**src/rtl/tank_pkg.sv**
```systemverilog
// Shared types and helpers for the tank controller.
//   tank_state_t : life-cycle state (ALIVE / DEAD / OVER)
//   drv_t        : drive command handed to tank_motion
//   KEY_*_DEF    : default USB keycode bindings
//   sm_step()    : sign-magnitude trig sample -> signed 11-bit pixel step
package tank_pkg;

  typedef enum logic [1:0] {ALIVE, DEAD, OVER} tank_state_t;
  typedef enum logic [1:0] {DRV_NONE, DRV_FWD, DRV_BACK} drv_t;

  localparam logic [7:0] KEY_FWD_DEF   = 8'h52;
  localparam logic [7:0] KEY_BACK_DEF  = 8'h51;
  localparam logic [7:0] KEY_LEFT_DEF  = 8'h50;
  localparam logic [7:0] KEY_RIGHT_DEF = 8'h4F;
  localparam logic [7:0] KEY_FIRE_DEF  = 8'h2C;

  // (speed * |trig|) >> 7, sign from bit 7. A negative zero collapses to 0
  // naturally since -0 == 0.
  function automatic logic signed [10:0] sm_step(input logic [6:0] speed,
                                                 input logic [7:0] sm8);
    logic [13:0] prod;
    logic [10:0] mag;
    prod = {7'd0, speed} * {7'd0, sm8[6:0]};
    mag  = 11'(prod >> 7);
    return sm8[7] ? -$signed(mag) : $signed(mag);
  endfunction

endpackage

```
**src/rtl/tank_ctrl_if.sv**
```systemverilog
// Player-side bus of one tank_ctrl instance.
//   keycode/sin/cos/hit     : inputs to the tank (driven by master)
//   BallX/BallY/BallS/Angle : sprite position, size and heading
//   ShootBullet/Alive/Lives : bullet spawn pulse and life status
interface tank_ctrl_if;
  logic [31:0] keycode;
  logic [7:0]  sin;
  logic [7:0]  cos;
  logic        hit;
  logic [9:0]  BallX;
  logic [9:0]  BallY;
  logic [9:0]  BallS;
  logic [5:0]  Angle;
  logic        ShootBullet;
  logic        Alive;
  logic [2:0]  Lives;

  modport master (output keycode, sin, cos, hit,
                  input  BallX, BallY, BallS, Angle, ShootBullet, Alive, Lives);
  modport slave  (input  keycode, sin, cos, hit,
                  output BallX, BallY, BallS, Angle, ShootBullet, Alive, Lives);
endinterface

```
**src/rtl/tank_motion.sv**
```systemverilog
// Combinational next-position for one tank.
//   x, y     : current centre
//   sin, cos : sign-magnitude Q0.7 trig for the current heading
//   drv      : FWD / BACK / NONE
//   nx, ny   : next centre, clamped so the sprite stays inside the arena
module tank_motion
  import tank_pkg::*;
#(
  parameter int X_MIN = 0,
  parameter int X_MAX = 639,
  parameter int Y_MIN = 0,
  parameter int Y_MAX = 479,
  parameter int SIZE  = 10,
  parameter int SPEED = 8
) (
  input  logic [9:0] x,
  input  logic [9:0] y,
  input  logic [7:0] sin,
  input  logic [7:0] cos,
  input  drv_t       drv,
  output logic [9:0] nx,
  output logic [9:0] ny
);
  localparam logic signed [10:0] XLO = 11'(X_MIN + SIZE);
  localparam logic signed [10:0] XHI = 11'(X_MAX - SIZE);
  localparam logic signed [10:0] YLO = 11'(Y_MIN + SIZE);
  localparam logic signed [10:0] YHI = 11'(Y_MAX - SIZE);

  logic signed [10:0] sx, sy, tx, ty;

  // Signed 11-bit arithmetic so a step past 0 clamps instead of wrapping.
  // Screen Y grows downward, hence Y moves against sin.
  always_comb begin
    sx = sm_step(7'(SPEED), cos);
    sy = sm_step(7'(SPEED), sin);
    tx = $signed({1'b0, x});
    ty = $signed({1'b0, y});
    case (drv)
      DRV_FWD:  begin tx = tx + sx; ty = ty - sy; end
      DRV_BACK: begin tx = tx - sx; ty = ty + sy; end
      default:  ;
    endcase
    if (tx < XLO)      tx = XLO;
    else if (tx > XHI) tx = XHI;
    if (ty < YLO)      ty = YLO;
    else if (ty > YHI) ty = YHI;
    nx = tx[9:0];
    ny = ty[9:0];
  end
endmodule

```
**src/rtl/tank_ctrl.sv**
```systemverilog
// Per-player tank controller, one tick per video frame.
//   frame_clk : frame clock
//   Reset     : async, active-high
//   bus       : tank_ctrl_if.slave (keys, trig, hit in; sprite/fire/life out)
// Decodes keys, moves/turns the tank, rate-limits firing and runs the
// ALIVE -> DEAD -> ALIVE / OVER life cycle.
module tank_ctrl
  import tank_pkg::*;
#(
  parameter int X_CENTER = 300,
  parameter int Y_CENTER = 250,
  parameter int X_MIN = 0,
  parameter int X_MAX = 639,
  parameter int Y_MIN = 0,
  parameter int Y_MAX = 479,
  parameter int SIZE  = 10,
  parameter int SPEED = 8,
  parameter int ANGLE_COUNT = 45,
  parameter logic [7:0] KEY_FWD   = KEY_FWD_DEF,
  parameter logic [7:0] KEY_BACK  = KEY_BACK_DEF,
  parameter logic [7:0] KEY_LEFT  = KEY_LEFT_DEF,
  parameter logic [7:0] KEY_RIGHT = KEY_RIGHT_DEF,
  parameter logic [7:0] KEY_FIRE  = KEY_FIRE_DEF,
  parameter int FIRE_COOLDOWN  = 16,
  parameter int RESPAWN_FRAMES = 60,
  parameter int LIVES = 3
) (
  input  logic        frame_clk,
  input  logic        Reset,
  tank_ctrl_if.slave  bus
);
  localparam int CD_W = $clog2(FIRE_COOLDOWN + 1);
  localparam int RC_W = $clog2(RESPAWN_FRAMES + 1);
  localparam logic [CD_W-1:0] CD_LOAD = CD_W'(FIRE_COOLDOWN);
  localparam logic [RC_W-1:0] RC_LOAD = RC_W'(RESPAWN_FRAMES - 1);
  localparam logic [5:0]      A_LAST  = 6'(ANGLE_COUNT - 1);
  localparam logic [9:0]      XC = 10'(X_CENTER);
  localparam logic [9:0]      YC = 10'(Y_CENTER);

  tank_state_t     state;
  logic [9:0]      x_q, y_q, nx, ny;
  logic [5:0]      angle_q;
  logic            shoot_q, alive_q, fire_prev_q;
  logic [2:0]      lives_q;
  logic [CD_W-1:0] cd_q;
  logic [RC_W-1:0] rcnt_q;

  logic k_fwd, k_back, k_left, k_right, k_fire;
  logic turn_l, turn_r, fire_go;
  drv_t drv;

  // A key is pressed if it sits in any of the four slots.
  always_comb begin
    k_fwd = 1'b0; k_back = 1'b0; k_left = 1'b0; k_right = 1'b0; k_fire = 1'b0;
    for (int i = 0; i < 4; i++) begin
      if (bus.keycode[8*i +: 8] == KEY_FWD)   k_fwd   = 1'b1;
      if (bus.keycode[8*i +: 8] == KEY_BACK)  k_back  = 1'b1;
      if (bus.keycode[8*i +: 8] == KEY_LEFT)  k_left  = 1'b1;
      if (bus.keycode[8*i +: 8] == KEY_RIGHT) k_right = 1'b1;
      if (bus.keycode[8*i +: 8] == KEY_FIRE)  k_fire  = 1'b1;
    end
  end

  // One movement action per frame: FWD > BACK > LEFT > RIGHT.
  always_comb begin
    drv    = k_fwd ? DRV_FWD : (k_back ? DRV_BACK : DRV_NONE);
    turn_l = !k_fwd && !k_back && k_left;
    turn_r = !k_fwd && !k_back && !k_left && k_right;
    // Rising edge of fire, off cooldown; a same-frame hit suppresses it.
    fire_go = k_fire && !fire_prev_q && (cd_q == '0) && !bus.hit;
  end

  tank_motion #(
    .X_MIN(X_MIN), .X_MAX(X_MAX), .Y_MIN(Y_MIN), .Y_MAX(Y_MAX),
    .SIZE(SIZE), .SPEED(SPEED)
  ) u_motion (
    .x(x_q), .y(y_q), .sin(bus.sin), .cos(bus.cos), .drv(drv),
    .nx(nx), .ny(ny)
  );

  always_ff @(posedge frame_clk or posedge Reset) begin
    if (Reset) begin
      state       <= ALIVE;
      x_q         <= XC;
      y_q         <= YC;
      angle_q     <= '0;
      shoot_q     <= 1'b0;
      alive_q     <= 1'b1;
      lives_q     <= 3'(LIVES);
      cd_q        <= '0;
      rcnt_q      <= '0;
      fire_prev_q <= 1'b0;
    end else begin
      shoot_q <= 1'b0;
      if (state != OVER) fire_prev_q <= k_fire;
      case (state)
        ALIVE: begin
          if (bus.hit) begin
            alive_q <= 1'b0;
            if (lives_q > 3'd1) begin
              state   <= DEAD;
              lives_q <= lives_q - 3'd1;
              rcnt_q  <= RC_LOAD;
            end else begin
              state   <= OVER;
              lives_q <= '0;
            end
          end else begin
            x_q <= nx;
            y_q <= ny;
            if (turn_l)      angle_q <= (angle_q == A_LAST) ? '0 : angle_q + 6'd1;
            else if (turn_r) angle_q <= (angle_q == '0) ? A_LAST : angle_q - 6'd1;
            if (fire_go) begin
              shoot_q <= 1'b1;
              cd_q    <= CD_LOAD;
            end else if (cd_q != '0) begin
              cd_q <= cd_q - 1'b1;
            end
          end
        end
        DEAD: begin
          if (rcnt_q == '0) begin
            state   <= ALIVE;
            alive_q <= 1'b1;
            x_q     <= XC;
            y_q     <= YC;
            angle_q <= '0;
            cd_q    <= '0;
          end else begin
            rcnt_q <= rcnt_q - 1'b1;
          end
        end
        default: ;  // OVER: frozen until Reset
      endcase
    end
  end

  assign bus.BallX       = x_q;
  assign bus.BallY       = y_q;
  assign bus.BallS       = 10'(SIZE);
  assign bus.Angle       = angle_q;
  assign bus.ShootBullet = shoot_q;
  assign bus.Alive       = alive_q;
  assign bus.Lives       = lives_q;
endmodule
```
**src/flat_wrapper.sv**
```systemverilog
// flat-port wrapper written by rule: the top's interface ports become plain ports
module tank_ctrl_flat import tank_pkg::*;
#(
  parameter int X_CENTER = 300,
  parameter int Y_CENTER = 250,
  parameter int X_MIN = 0,
  parameter int X_MAX = 639,
  parameter int Y_MIN = 0,
  parameter int Y_MAX = 479,
  parameter int SIZE  = 10,
  parameter int SPEED = 8,
  parameter int ANGLE_COUNT = 45,
  parameter logic [7:0] KEY_FWD   = KEY_FWD_DEF,
  parameter logic [7:0] KEY_BACK  = KEY_BACK_DEF,
  parameter logic [7:0] KEY_LEFT  = KEY_LEFT_DEF,
  parameter logic [7:0] KEY_RIGHT = KEY_RIGHT_DEF,
  parameter logic [7:0] KEY_FIRE  = KEY_FIRE_DEF,
  parameter int FIRE_COOLDOWN  = 16,
  parameter int RESPAWN_FRAMES = 60,
  parameter int LIVES = 3
)
  (frame_clk, Reset, bus_keycode, bus_sin, bus_cos, bus_hit, bus_BallX, bus_BallY, bus_BallS, bus_Angle, bus_ShootBullet, bus_Alive, bus_Lives);
  tank_ctrl_if bus_i ();
  input  logic frame_clk;
  input  logic Reset;
  input wire logic [$bits(bus_i.keycode)-1:0] bus_keycode;
  input wire logic [$bits(bus_i.sin)-1:0] bus_sin;
  input wire logic [$bits(bus_i.cos)-1:0] bus_cos;
  input wire logic [$bits(bus_i.hit)-1:0] bus_hit;
  output wire logic [$bits(bus_i.BallX)-1:0] bus_BallX;
  output wire logic [$bits(bus_i.BallY)-1:0] bus_BallY;
  output wire logic [$bits(bus_i.BallS)-1:0] bus_BallS;
  output wire logic [$bits(bus_i.Angle)-1:0] bus_Angle;
  output wire logic [$bits(bus_i.ShootBullet)-1:0] bus_ShootBullet;
  output wire logic [$bits(bus_i.Alive)-1:0] bus_Alive;
  output wire logic [$bits(bus_i.Lives)-1:0] bus_Lives;
  assign bus_i.keycode = bus_keycode;
  assign bus_i.sin = bus_sin;
  assign bus_i.cos = bus_cos;
  assign bus_i.hit = bus_hit;
  assign bus_BallX = bus_i.BallX;
  assign bus_BallY = bus_i.BallY;
  assign bus_BallS = bus_i.BallS;
  assign bus_Angle = bus_i.Angle;
  assign bus_ShootBullet = bus_i.ShootBullet;
  assign bus_Alive = bus_i.Alive;
  assign bus_Lives = bus_i.Lives;
  tank_ctrl #(.X_CENTER(X_CENTER), .Y_CENTER(Y_CENTER), .X_MIN(X_MIN), .X_MAX(X_MAX), .Y_MIN(Y_MIN), .Y_MAX(Y_MAX), .SIZE(SIZE), .SPEED(SPEED), .ANGLE_COUNT(ANGLE_COUNT), .KEY_FWD(KEY_FWD), .KEY_BACK(KEY_BACK), .KEY_LEFT(KEY_LEFT), .KEY_RIGHT(KEY_RIGHT), .KEY_FIRE(KEY_FIRE), .FIRE_COOLDOWN(FIRE_COOLDOWN), .RESPAWN_FRAMES(RESPAWN_FRAMES), .LIVES(LIVES)) u_core (.frame_clk(frame_clk), .Reset(Reset), .bus(bus_i));
endmodule
```
**config.mk**
```make
export PLATFORM = sky130hd
export DESIGN_NAME = tank_ctrl_flat
export DESIGN_NICKNAME = d
export VERILOG_FILES = /design/src/rtl/tank_pkg.sv /design/src/rtl/tank_ctrl_if.sv /design/src/rtl/tank_motion.sv /design/src/rtl/tank_ctrl.sv /design/src/flat_wrapper.sv
export SDC_FILE = /design/constraint.sdc
export NUM_CORES = 1
export LEC_CHECK = 0
export ABC_AREA = 1
export CAP_MARGIN = 40
export CORE_UTILIZATION = 49
export CTS_BUF_LIST = sky130_fd_sc_hd__clkbuf_4 sky130_fd_sc_hd__clkbuf_8
export DETAILED_ROUTE_END_ITERATION = 10
export PLACE_DENSITY_LB_ADDON = 0.08
export SLEW_MARGIN = 5
export SYNTH_ARGS = -nofsm -noshare
export SYNTH_HDL_FRONTEND = slang
export SYNTH_SLANG_ARGS = --single-unit
```
**constraint.sdc**
```tcl
create_clock -name frame_clk -period 2.3 [get_ports frame_clk]
set_clock_uncertainty 0.1 [all_clocks]
set_input_delay 0.345 -clock frame_clk [delete_from_list [all_inputs] [get_ports frame_clk]]
set_output_delay 0.345 -clock frame_clk [all_outputs]
set_load 0.005 [all_outputs]
```
# Yosys cells after proc, flatten, opt, wreduce, memory -nomap -nowiden
# Cells that the tools add are included.
word_totals:
  register_bits: 45
  output_inout_bits: 41
  wordCells: 145
op_classes:
  n_addsub: 11
  magnitude_cmp: 5
  n_eq_ne: 32
  n_mux: 63
  reduce_logical: 24
op_table:
  columns: ["operator", "count"]
  rows:
  - ["$eq 8x7->1 const B", 16]
  - ["$mux 10", 8]
  - ["$mux 6", 9]
  - ["$pmux 11 s2", 2]
  - ["$pmux 10 s2", 2]
  - ["$eq 8x6->1 const B", 4]
  - ["$mux 1", 25]
  - ["$pmux 6 s2", 2]
  - ["$add 11x11->11", 2]
  - ["$lt 11x5->1 const B", 2]
  - ["$mux 11", 2]
  - ["$neg 3->11", 2]
  - ["$sub 11x11->11", 2]
  - ["$mux 5", 4]
  - ["$logic_not 6->1", 2]
  - ["$reduce_and 4->1", 3]
  - ["$sub 6x1->6 const B", 2]
  - ["$gt 11x10->1 const B", 1]
  - ["$gt 11x11->1 const B", 1]
  - ["$mux 2", 5]
  - ["$pmux 5 s2", 1]
  - ["$ne 2x2->1 const B", 4]
  - ["$logic_and 1x1->1", 7]
  - ["$add 6x1->6 const B", 1]
  - ["other kinds (18)", 26]

# Logic depth before layout (Yosys ltp)
logic_depth:
  word_depth: 14
  depth_mapped: 29
  ltp_nobuf: 29

# Modules after synthesis
# Synthesis repeated with hierarchy kept, for this count alone.
unflattened:
  cells_unflattened: 873
  area_unflattened_um2: 5258.8
by_module_without_submodules:
  columns: ["mod", "instances", "cells_per_inst", "area_each_um2", "seq_area_each_um2"]
  rows:
  - ["tank_ctrl", 1, 468, 3126.7, 1142.3]
  - ["tank_motion", 1, 405, 2132.0, 0.0]

# Worst setup path after synthesis
# No wires, ideal clock.
synth_path:
  path_type: "in2reg"
  startpoint: "input port bus_cos[4]"
  endpoint: "register u_core.x_q[6] (netlist: u_core.bus.BallX[6])"
  arrival_ns: 2.990
  path_slack_ns: -0.918
  stages: 22
  n_path_buf: 0
  cell_sequence: "inv_1 > ha_1 > o21ai_0 > ha_1 > inv_1 > nor3_1 > o21ai_0 > nand2_1 > ha_1 > nand2_1 > inv_1 > a21oi_1 > nand2_1 > nand2_1 > nand2_1 > a21oi_1 > nand2b_1 > nand3_1 > nand2_2 > nor2_4 > nand2_1 > o21ai_2"
synth_via:
  elab_chain_len: 9
  word_cells_on_any_way: 11
  classes_between: "3 x add/sub; 2 x order compare; 6 x mux"
synth_rtl:
  columns: ["item", "line", "rtl"]
  rows:
  - ["start, declared", "flat_wrapper.sv:28", "input wire logic [$bits(bus_i.cos)-1:0] bus_cos;"]
  - ["$neg 3->11", "tank_pkg.sv:25", "return sm8[7] ? -$signed(mag) : $signed(mag);"]
  - ["$mux 11 (*)", "tank_pkg.sv:25", null]
  - ["$sub 11x11->11 or $add 11x11->11 (tied branches)", "tank_motion.sv:40, tank_motion.sv:39", null]
  - ["$pmux 11 s2 (*)", "tank_motion.sv:38", "case (drv)"]
  - ["$gt 11x11->1", "tank_motion.sv:44", "else if (tx > XHI) tx = XHI;"]
  - ["$mux 10", "tank_motion.sv:44", null]
  - ["$mux 10 (*)", "tank_motion.sv:43", "if (tx < XLO) tx = XLO;"]
  - ["$mux 10 (*)", "tank_ctrl.sv:98", "if (bus.hit) begin"]
  - ["$pmux 10 s2 (*)", "tank_ctrl.sv:96", "case (state)"]
  - ["end signal, assigned", "tank_ctrl.sv:109", "x_q <= nx;"]
  - ["end, declared", "tank_ctrl.sv:41", "logic [9:0] x_q, y_q, nx, ny;"]
# Mark *: on every way between the ends. The rest lies on a longest branch, timed or not. The select of a mux whose other input is x is not followed.
# A chain may end at the register's enable or synchronous reset.

# Worst setup path after layout
layout_path:
  startpoint: "input port bus_keycode[2]"
  endpoint: "register u_core.x_q[7] (netlist: u_core.bus.BallX[7])"
layout_via:
  elab_chain_len: 14
  word_cells_on_any_way: 21
  classes_between: "2 x order compare; 4 x eq/ne; 15 x mux"
layout_rtl:
  columns: ["item", "line", "rtl"]
  rows:
  - ["start, declared", "flat_wrapper.sv:26", "input wire logic [$bits(bus_i.keycode)-1:0] bus_keycode;"]
  - ["$eq 8x7->1", "tank_ctrl.sv:57", "if (bus.keycode[8*i +: 8] == KEY_BACK) k_back = 1'b1;"]
  - ["$mux 1 (4 in series)", "tank_ctrl.sv:57", null]
  - ["$mux 2", "tank_ctrl.sv:66", "drv = k_fwd ? DRV_FWD : (k_back ? DRV_BACK : DRV_NONE);"]
  - ["$mux 2 (*)", "tank_ctrl.sv:66", null]
  - ["$eq 2x2->1 or $eq 2x1->1 (tied branches)", "tank_motion.sv:38", null]
  - ["$pmux 11 s2 (*)", "tank_motion.sv:38", null]
  - ["$gt 11x11->1", "tank_motion.sv:44", null]
  - ["$mux 10", "tank_motion.sv:44", null]
  - ["$mux 10 (*)", "tank_motion.sv:43", null]
  - ["$mux 10 (*)", "tank_ctrl.sv:98", null]
  - ["$pmux 10 s2 (*)", "tank_ctrl.sv:96", null]
# Marked as above.

==> results.sh <==
export IMPL_worst_slack_ns=-0.9401
export IMPL_outcome="finished with violations"
export IMPL_setup_violations=25
export IMPL_multi_input_area_mm2=0.004034
export IMPL_crit_family="simple AND/OR/NAND/NOR gates"
export IMPL_regArea_mm2=0.001142
export IMPL_crit_arrival_ns=3.35
export IMPL_start_util_pct=51.16
export IMPL_area_delta_synth_final_pct=68.27
export IMPL_fin_area_mm2=0.008068
export IMPL_clock_path_buffers=2
export IMPL_yosysSeqAreaShare_pct=23.83
export IMPL_cts_root_buf="clkbuf_8"
export IMPL_synth_edff_count=0
export IMPL_r2r_start="u_core.bus.BallX[0]$_DFFE_PP0P_"
export IMPL_worstSkewPairLatency_ns=0.32
export IMPL_ys_ff_latch=45
export IMPL_synth_flop_cell="dfrtp_1"
export IMPL_final_cell_mix="buf_4, nand2_1, inv_1"
export IMPL_fmax_mhz=308.6
export IMPL_maxSlewHeadroom_pct=61.04
export IMPL_fp_dieW_um=100.9
export IMPL_first_pass_iters=5
export IMPL_synth_cell_types=53
export IMPL_finalWirelength_mm=19.71
export IMPL_portBuffers=73
export IMPL_antenna_found_initial=1
export IMPL_slowest_stage="ha_1"
export IMPL_syn_area_mm2=0.004795
export IMPL_cpMostUsedCell="nand2_2"
export IMPL_synthArstFlopShare_pct=100.0
export IMPL_cp_required_ns=2.41
export IMPL_cts_sinks=45
export IMPL_grt_usage_pct=33.40
export IMPL_dieArea_mm2=0.01018
export IMPL_ios=92
export IMPL_syn_area_per_cell_um2=6.367
export IMPL_finalHoldViolCount=0
export IMPL_peakVddDrop_mv=0.6229
export IMPL_grt_setup_unrepaired="yes"
export IMPL_timing_critical_path_buf_inv=4
export IMPL_synth_top_cell_area_share_pct=17.69
export IMPL_report_final_slew_viol_count=0
export IMPL_grt_max_degree=46
export IMPL_place_area_mm2=0.006828
export IMPL_worstMarginPinSlew_ns=0.5844
export IMPL_hpwl_mm=11.39
export IMPL_overflow=0
export IMPL_remaining_drc_errors=0
export IMPL_synthTopCellsByArea="nand2_1, dfrtp_1, inv_1"
export IMPL_fillers=540
export IMPL_wl_per_cell_um=17.23
export IMPL_dp_cells=1062
export IMPL_critPathLaunchType="primary input"
export IMPL_fin_crit_ns=3.240
export IMPL_synth_top_cell_by_area="nand2_1"
export IMPL_max_stage_delay_ns=0.33
export IMPL_worstSetupStartpoint="bus_keycode[2]"
export IMPL_placementRows=35
export IMPL_post_route_util_pct=86.09
export IMPL_via_per_inst=5.598
export IMPL_final_nets=1100
export IMPL_synth_warnings=0
export IMPL_grt_first_pass_wirelength_mm=26.99
export IMPL_ant_nets=0
export IMPL_drt_iter0_drc=512
export IMPL_htreeDepth=2
export IMPL_gp_congestion=1.010
export IMPL_critPathKind="primary input to flop"
export IMPL_timing_max_cap_violations=0
export IMPL_die_h_um=100.9
export IMPL_grt_pass1_vias=6105
export IMPL_power_density_mw_per_mm2=1038
export IMPL_final_cell_count_no_fill=1144
export IMPL_cp_max_fo=6
export IMPL_core_mm2=0.009371
export IMPL_cts_inserted_buffers=5
export IMPL_violations="negative setup slack"
export IMPL_cp_end_kind="flop"
export IMPL_r2r_slack_ns=-0.36
export IMPL_clk_transition_reported_paths_ns=0.10
export IMPL_layout_commonest_cell="buf_4"
export IMPL_leakage_nw=4.066
export IMPL_drive_gt1_share_pct=48.52
export IMPL_vias=6404
export IMPL_ctsHoldBuffers=0
export IMPL_netlist_instances=753
export IMPL_hold_path_class="primary input to asynchronous set/reset pin"
export IMPL_fin_crit_sh_pct=140.9
export IMPL_cts_tree="built"
-- cells in the mapped netlist, types with 2 or more instances --
| library cell | count |
|---|---|
| inv_2 | 5 |
| nand3b_1 | 7 |
| a32oi_1 | 2 |
| clkbuf_1 | 2 |
| inv_1 | 117 |
| nand3_1 | 46 |
| nand2_2 | 10 |
| o21bai_1 | 2 |
| o21ai_0 | 36 |
| a31oi_1 | 5 |
| nand3_2 | 2 |
| nor2_8 | 2 |
| nand4_1 | 12 |
| a21oi_2 | 3 |
| nor3_1 | 13 |
| nor2_1 | 69 |
| ha_1 | 34 |
| nor4_1 | 5 |
| a22oi_1 | 2 |
| or2_2 | 2 |
| a21o_1 | 2 |
| o21ai_2 | 5 |
| xnor2_1 | 2 |
| a21oi_1 | 25 |
| conb_1 | 2 |
| nor2_4 | 2 |
| xor2_1 | 14 |
| fa_1 | 2 |
| o22ai_1 | 9 |
| or2_1 | 2 |
| o21ai_1 | 5 |
| buf_4 | 10 |
| dfstp_2 | 13 |
| dfrtp_1 | 32 |
| nand2_1 | 226 |
| nor2_2 | 6 |
| buf_6 | 4 |
-- per-layer routing --
metal | share of wire [%] | wire [um] | track usage, %
met5 | 0 | 0 | 0
met4 | 6.2 | 1227 | 19.29
met3 | 7.2 | 1424 | 5.479
met2 | 49 | 9683 | 58.75
met1 | 37 | 7370 | 38.32
-- layout make-up --
| class | instances | share of cell area [%] |
|---|---|---|
| diodes | 1 | 0.03102 |
| clock buffers | 5 | 0.8530 |
| clock inverters | 3 | 0.2636 |
| inverters | 125 | 6.855 |
| multi-input cells | 574 | 50.00 |
| flip-flops and latches | 45 | 14.16 |
| well taps | 129 | 2.001 |
| repair buffers | 262 | 25.84 |
-- state kept, by name, summed over array words and instances (netlist names) --
signal and cells:
u_core.bus.Lives 3, u_core.bus.Alive 1, u_core.fire_prev_q 1, u_core.state 2
u_core.bus.ShootBullet 1, u_core.bus.BallX 10, u_core.rcnt_q 6, u_core.bus.Angle 6
u_core.bus.BallY 10, u_core.cd_q 5
-- worst reg2reg max path: cells and delay by family, from the launching register on --
kind,cells,cell delay (ns)
fa+ha+maj,2,0.52
flops,1,0.39
buf+inv,3,0.21
simple gates,14,1.38
-- cell families (layout without fill, tap and decap cells) --
kind of cell	count (synthesis)	count (layout)	synth area share [%]
flip-flops	45	45	23.83
XOR/XNOR	16	16	2.923
AO/OA/AOI/OAI	100	100	12.21
other	2	11	0.1566
buffers and inverters	142	395	12.63
adder cells (fa/ha/maj)	36	36	9.708
AND/OR/NAND/NOR	412	412	38.54
-- report_power, final --
part / switching, mW / internal [mW] / total [mW]
Clock: 0.312 / 0.216 / 0.528
Combinational: 3.31 / 2.91 / 6.23
Sequential: 0.391 / 1.23 / 1.62
Total: 4.02 / 4.36 / 8.38
-- timing repair --
action,in CTS,in global routing
buffers inserted,54,20
pin swaps,115,100
setup endpoints to repair,26,32
gates resized for setup,235,126
gates cloned,0,1
-- through the flow --
step / total power [mW] / worst slack [ns] / hold WS [ns] / setup TNS, ns
2_1_floorplan: 4.514 / -0.6861 / 0.3530 / -11.96
4_1_cts: 7.502 / -0.8175 / 0.4057 / -17.65
3_3_place_gp: 6.383 / -1.577 / 0.3739 / -31.53
3_5_place_dp: 6.495 / -1.698 / 0.3826 / -33.84
6_report: 8.375 / -0.9401 / 0.3879 / -20.05
5_1_grt: 8.946 / -1.052 / 0.4435 / -24.03
-- final timing paths --
kind,end,cells past startpoint
max,u_core.bus.BallX[7]$_DFFE_PP0P_,25
max reg2reg,u_core.bus.BallX[7]$_DFFE_PP0P_,19
min in group frame_clk,u_core.cd_q[1]$_DFFE_PP0P_,2
min,u_core.bus.BallX[9]$_DFFE_PP0P_,3
max in group asynchronous,u_core.bus.ShootBullet$_DFF_PP0_,3
min reg2reg,u_core.cd_q[1]$_DFFE_PP0P_,2
(Power assumes the default switching activity.)
